## src/rtl/svm_label_vote.sv

```systemverilog
`timescale 1ns/1ps
// ---------------------------------------------------------------------------
// svm_label_vote
//
// Purpose:
//   Majority-vote smoother for the SVM classifier's per-sample label stream.
//   Collects WINDOW consecutive handshaken labels, or fewer if flush closes
//   the window early. It then presents one vote with the positive count and
//   the total count of the window. The vote is held until downstream accepts it.
//
// Parameters:
//   WINDOW   labels per vote (1..255)
//   TIE_VAL  vote value when positives exactly equal negatives
//   CNT_W    derived count width, $clog2(WINDOW+1); do not override
//
// Ports:
//   clk          rising-edge clock
//   rst_n        asynchronous active-low reset
//   label        classifier decision (1 = positive)
//   label_valid  label is valid
//   label_ready  block accepts a label this cycle (high while collecting)
//   flush        single-cycle request to close the current partial window
//   vote         majority decision for the closed window
//   vote_pos     positive labels in the closed window
//   vote_n       labels in the closed window
//   vote_valid   vote/vote_pos/vote_n are valid
//   vote_ready   downstream accepts the vote
//
// Optional feature (macro SVM_VOTE_STATS_EN):
//   stat_labels     total handshaken labels, saturating at 32'hFFFFFFFF
//   stat_votes_pos  total accepted votes with vote=1, saturating
// ---------------------------------------------------------------------------
module svm_label_vote #(
  parameter int   WINDOW  = 8,
  parameter logic TIE_VAL = 1'b1,
  parameter int   CNT_W   = $clog2(WINDOW + 1)
) (
  input  logic             clk,
  input  logic             rst_n,
  input  logic             label,
  input  logic             label_valid,
  output logic             label_ready,
  input  logic             flush,
  output logic             vote,
  output logic [CNT_W-1:0] vote_pos,
  output logic [CNT_W-1:0] vote_n,
  output logic             vote_valid,
  input  logic             vote_ready
`ifdef SVM_VOTE_STATS_EN
  ,
  output logic [31:0]      stat_labels,
  output logic [31:0]      stat_votes_pos
`endif
);

  typedef enum logic {COLLECT, EMIT} state_t;

  localparam logic [CNT_W-1:0] WIN_CNT = CNT_W'(WINDOW);

  state_t           state;
  logic [CNT_W-1:0] pos_cnt;
  logic [CNT_W-1:0] n_cnt;

  logic             hs;
  logic [CNT_W-1:0] pos_next;
  logic [CNT_W-1:0] n_next;
  logic             close_win;
  logic [CNT_W:0]   pos_x2;
  logic [CNT_W:0]   n_ext;
  logic             vote_calc;

  assign label_ready = (state == COLLECT);

  // Counts including any label accepted this cycle. The window closes when
  // it fills, or on flush if the closed window would be non-empty (a label
  // arriving together with flush is counted first).
  // The vote compares 2*pos against n one bit wider so doubling cannot overflow.
  always_comb begin
    hs        = label_valid & label_ready;
    n_next    = n_cnt + CNT_W'(hs);
    pos_next  = pos_cnt + CNT_W'(hs & label);
    close_win = (hs && (n_next == WIN_CNT)) || (flush && ((n_cnt != '0) || hs));
    pos_x2    = {pos_next, 1'b0};
    n_ext     = {1'b0, n_next};
    if (pos_x2 > n_ext) begin
      vote_calc = 1'b1;
    end else if (pos_x2 < n_ext) begin
      vote_calc = 1'b0;
    end else begin
      vote_calc = TIE_VAL;
    end
  end

  // Two-state controller. The vote outputs are loaded only on the closing
  // edge, so they stay stable during back-pressure and keep their last value
  // after the vote is accepted. Counters clear on the vote handshake, so
  // label_ready returns one cycle later.
  always_ff @(posedge clk or negedge rst_n) begin
    if (!rst_n) begin
      state      <= COLLECT;
      pos_cnt    <= '0;
      n_cnt      <= '0;
      vote       <= 1'b0;
      vote_pos   <= '0;
      vote_n     <= '0;
      vote_valid <= 1'b0;
    end else begin
      case (state)
        COLLECT: begin
          pos_cnt <= pos_next;
          n_cnt   <= n_next;
          if (close_win) begin
            state      <= EMIT;
            vote       <= vote_calc;
            vote_pos   <= pos_next;
            vote_n     <= n_next;
            vote_valid <= 1'b1;
          end
        end
        EMIT: begin
          if (vote_ready) begin
            state      <= COLLECT;
            vote_valid <= 1'b0;
            pos_cnt    <= '0;
            n_cnt      <= '0;
          end
        end
        default: state <= COLLECT;
      endcase
    end
  end

`ifdef SVM_VOTE_STATS_EN
  // Lifetime statistics. They saturate instead of wrapping and are cleared only by reset.
  always_ff @(posedge clk or negedge rst_n) begin
    if (!rst_n) begin
      stat_labels    <= '0;
      stat_votes_pos <= '0;
    end else begin
      if (hs && (stat_labels != 32'hFFFF_FFFF)) begin
        stat_labels <= stat_labels + 32'd1;
      end
      if (vote_valid && vote_ready && vote && (stat_votes_pos != 32'hFFFF_FFFF)) begin
        stat_votes_pos <= stat_votes_pos + 32'd1;
      end
    end
  end
`endif

endmodule

```

## config.mk

```make
export PLATFORM = sky130hd
export DESIGN_NAME = svm_label_vote
export DESIGN_NICKNAME = d
export VERILOG_FILES = /design/src/rtl/svm_label_vote.sv
export SDC_FILE = /design/constraint.sdc
export NUM_CORES = 1
export LEC_CHECK = 0
export ABC_CLOCK_PERIOD_IN_PS = 2900
export BUFFER_PORTS_ARGS = -buffer_cell sky130_fd_sc_hd__clkbuf_2
export CAP_MARGIN = 10
export CORE_MARGIN = 2
export CORE_UTILIZATION = 53
export DETAILED_ROUTE_END_ITERATION = 7
export PLACE_DENSITY = 0.76
export SLEW_MARGIN = 20
export SYNTH_ARGS = -nofsm -noshare
export SYNTH_HDL_FRONTEND = slang
export SYNTH_SLANG_ARGS = --single-unit
export TNS_END_PERCENT = 5
```

## constraint.sdc

```tcl
create_clock -name clk -period 2.9 [get_ports clk]
set_input_delay 0.29 -clock clk [delete_from_list [all_inputs] [get_ports clk]]
set_output_delay 0.29 -clock clk [all_outputs]
set_load 0.005 [all_outputs]
```

==> metrics.txt <==
fin crit period roughly 2.3 ns; RSZ-0062 raised after global routing false; post-layout net count 119; drt pass-1 iters 4; Initial Util 0.561; Max Slew Vio Count 0; first-pass GRT wire length approximately 3000 um; clock buffer depth 2; number of global-route vias before repair ~660; clock net sink count 19; clock latency on the worst-skew pair 0.30 ns; critical path buffer and inverter count 0; WP data required 3.13 ns; total net switching power between 300 and 400 uW; smallest hold slack ~0.26 ns; Die Width 46.5 um; HPWL after detailed placement approximately 1300 um; Hold Path Sink pos_cnt[3]$_DFFE_PN0P_; skew final around 0.0024 ns; layout cells sized above 1 0.271; max incr delay on CP ~0.4 ns; Cell variety after synth 28; Critical Path Start Type flip-flop; post-DR vias/cell approximately 5.3; CTS tree done; pwr dens slightly above 900 nW/um^2; final hold vios 0; status finished, final reports clean; Warnings, synthesis 0; Syn-to-layout area delta 14.2%; min-delay src vote_ready; data arrival time of the worst path 2.56 ns; met3 Track Usage GR 0.0471; hold path depth 2; placed inst area roughly 1100 sq um; sequential-to-total area share from yosys stat 0.496; EDFF count, synth 0; asr flop ratio synth 1.00; clk slew on worst S/H paths around 0.11 ns; DP Worst Slack about 0.5 ns; Synthesized Nets just under 100; CP top delay family adder cells; Core ar. about 1700 sq um; P_leak approximately 0.56 nW; Rel. slew slack 0.687; final cycle utilization of the critical path 0.803; r2r setup slk around 0.57 ns; Post-Route Setup TNS 0 ns; Power, Total slightly above 1 mW; FF-to-FF Start state$_DFF_PN0_; Placed Cells 127; antenna diode count 0; synthesized cell area around 960 sq um; Max-Cap Viols 0; r2r worst-path depth 8; Int Pwr 643 uW; pin count of the biggest net entering global routing 20; CTS Root Cell clkbuf_4; Synth Flop Type dfrtp_1; initial antenna violation count 0; Slew @ Worst Pin 0.469 ns; Worst VDD drop 646 uV; met2 Use GR 0.300; post-synthesis area per instance approximately 11 sq um; Worst R2R End vote$_DFFE_PN0P_; setup ws final about 0.57 ns; met1 Resource Use GR 0.266; Setup crit end kind flip-flop; gr ovfl total 0; Max Freq between 400 and 500 MHz; Port-buffer cells 16; GP Congestion 0.806; overall routing resource usage 0.205; Finished Core Util 0.641; DRT Wirelength ~1800 um; Crit Path Category flip-flop to flip-flop; Seq pwr share 0.407; Logic pwr share 0.458; residual DRC count 0; Syn Inst Count 88; Clk pwr share 0.135; Vias approximately 690; Cell Count, Final, Fillers Out roughly 130; maximum fanout along the worst path 3; final number of setup-violating endpoints 0; WL/cell ~14 um; Post-DRT Antenna Nets 0; full die area roughly 2200 sq um; DRT iter0 DRCs 14; critical path cell sequence nor2b_1 > and2_1 > ha_1 > ha_1 > a21oi_1 > maj3_1 > maj3_1 > a2bb2oi_1; H-tree depth 1; Ports 17; finished layout cell area about 1100 sq um; sw frac 0.363; slowest cell on the critical path dfrtp_1; height of the die 46.5 um; type of the tightest min-delay check input port to flip-flop; CTS Buf Count 3; most used routing layer met2; Seq cells post-synth 19; Site Rows 15
-- worst max-delay path by stage --
stage                     from                 endpoint  depth (start not counted)
5_1_grt        state$_DFF_PN0_  vote_pos[1]$_DFFE_PN0P_                          8
2_1_floorplan  state$_DFF_PN0_         vote$_DFFE_PN0P_                         10
3_5_place_dp       label_valid         vote$_DFFE_PN0P_                         10
3_3_place_gp       label_valid         vote$_DFFE_PN0P_                         10
6_report       state$_DFF_PN0_         vote$_DFFE_PN0P_                          8
4_1_cts        state$_DFF_PN0_         vote$_DFFE_PN0P_                          8
-- routing by layer --
layer	routed length [um]	up-vias
li1	-	343
met1	881	329
met2	806	17
met3	67	5
met4	43	0
met5	0	-
-- state kept, by name, indices dropped and copies added (netlist names) --
register    cells
pos_cnt         4
vote_valid      1
vote_pos        4
vote            1
vote_n          4
state           1
n_cnt           4
-- placed cells by master (no fill, tap or decap) --
cell type and n:
nand2_1 10, clkbuf_4 3, and2_4 1, or2_1 1, clkbuf_1 1, a21oi_1 4, buf_4 1, xor2_1 4
o22ai_1 4, or4_4 1, mux2_4 5, clkinv_1 1, xnor2_1 1, a22o_1 1, maj3_1 2, clkbuf_2 16
nand4b_1 1, a21o_1 1, a2bb2oi_1 1, o21ai_2 2, and3_1 1, nor2b_1 1, nand2b_1 1, dlygate4sd3_1 1
o21ai_0 5, nor2_1 5, inv_1 4, nand3_1 3, dfrtp_1 19, and2_1 1, ha_1 5
-- synthesized netlist by cell type (2+ instances only) --
cell type	n	area (sq um)
clkbuf_1	2	7.51
nand2_1	10	37.5
o22ai_1	4	25.0
o21ai_0	5	25.0
mux2_4	5	75.1
inv_1	4	15.0
xor2_1	4	35.0
nor2_1	5	18.8
nand3_1	3	15.0
o21ai_2	2	17.5
maj3_1	2	20.0
a21oi_1	4	20.0
ha_1	5	62.6
dfrtp_1	19	475
-- cell families after synthesis --
group / count (synthesis) / synth area share
AOI/OAI and AO/OA: 18 / 0.117
muxes: 5 / 0.0783
xor gates and xnor gates: 5 / 0.0457
and+or+nand+nor: 26 / 0.137
buffers and inverters: 8 / 0.0392
DFF: 19 / 0.496
adders and majority gates: 7 / 0.0862
-- cell type report --
cell class                 count  area (sq um)
clock buffer                   4          26.3
fill                         150           613
inverter                       5          18.8
multi-input combinational     61           445
sequential                    19           475
tap                           25          31.3
timing repair buffer          18          97.6
-- power by group through the flow --
stage,clock network [mW],logic (mW),registers [mW]
after floorplan,0,0.327,0.412
after CTS,0.139,0.464,0.412
after global routing,0.153,0.511,0.425
final,0.137,0.462,0.410
after global placement,0,0.449,0.413
after detailed placement,0,0.456,0.418
-- timing repair --
item / in CTS / in global routing
buffers inserted: 0 / 0
endpoints found under the hold margin: 19 / 0
hold buffers: 1 / 0
gates resized for setup: 0 / 0
Power figures use the tool's default switching activity.
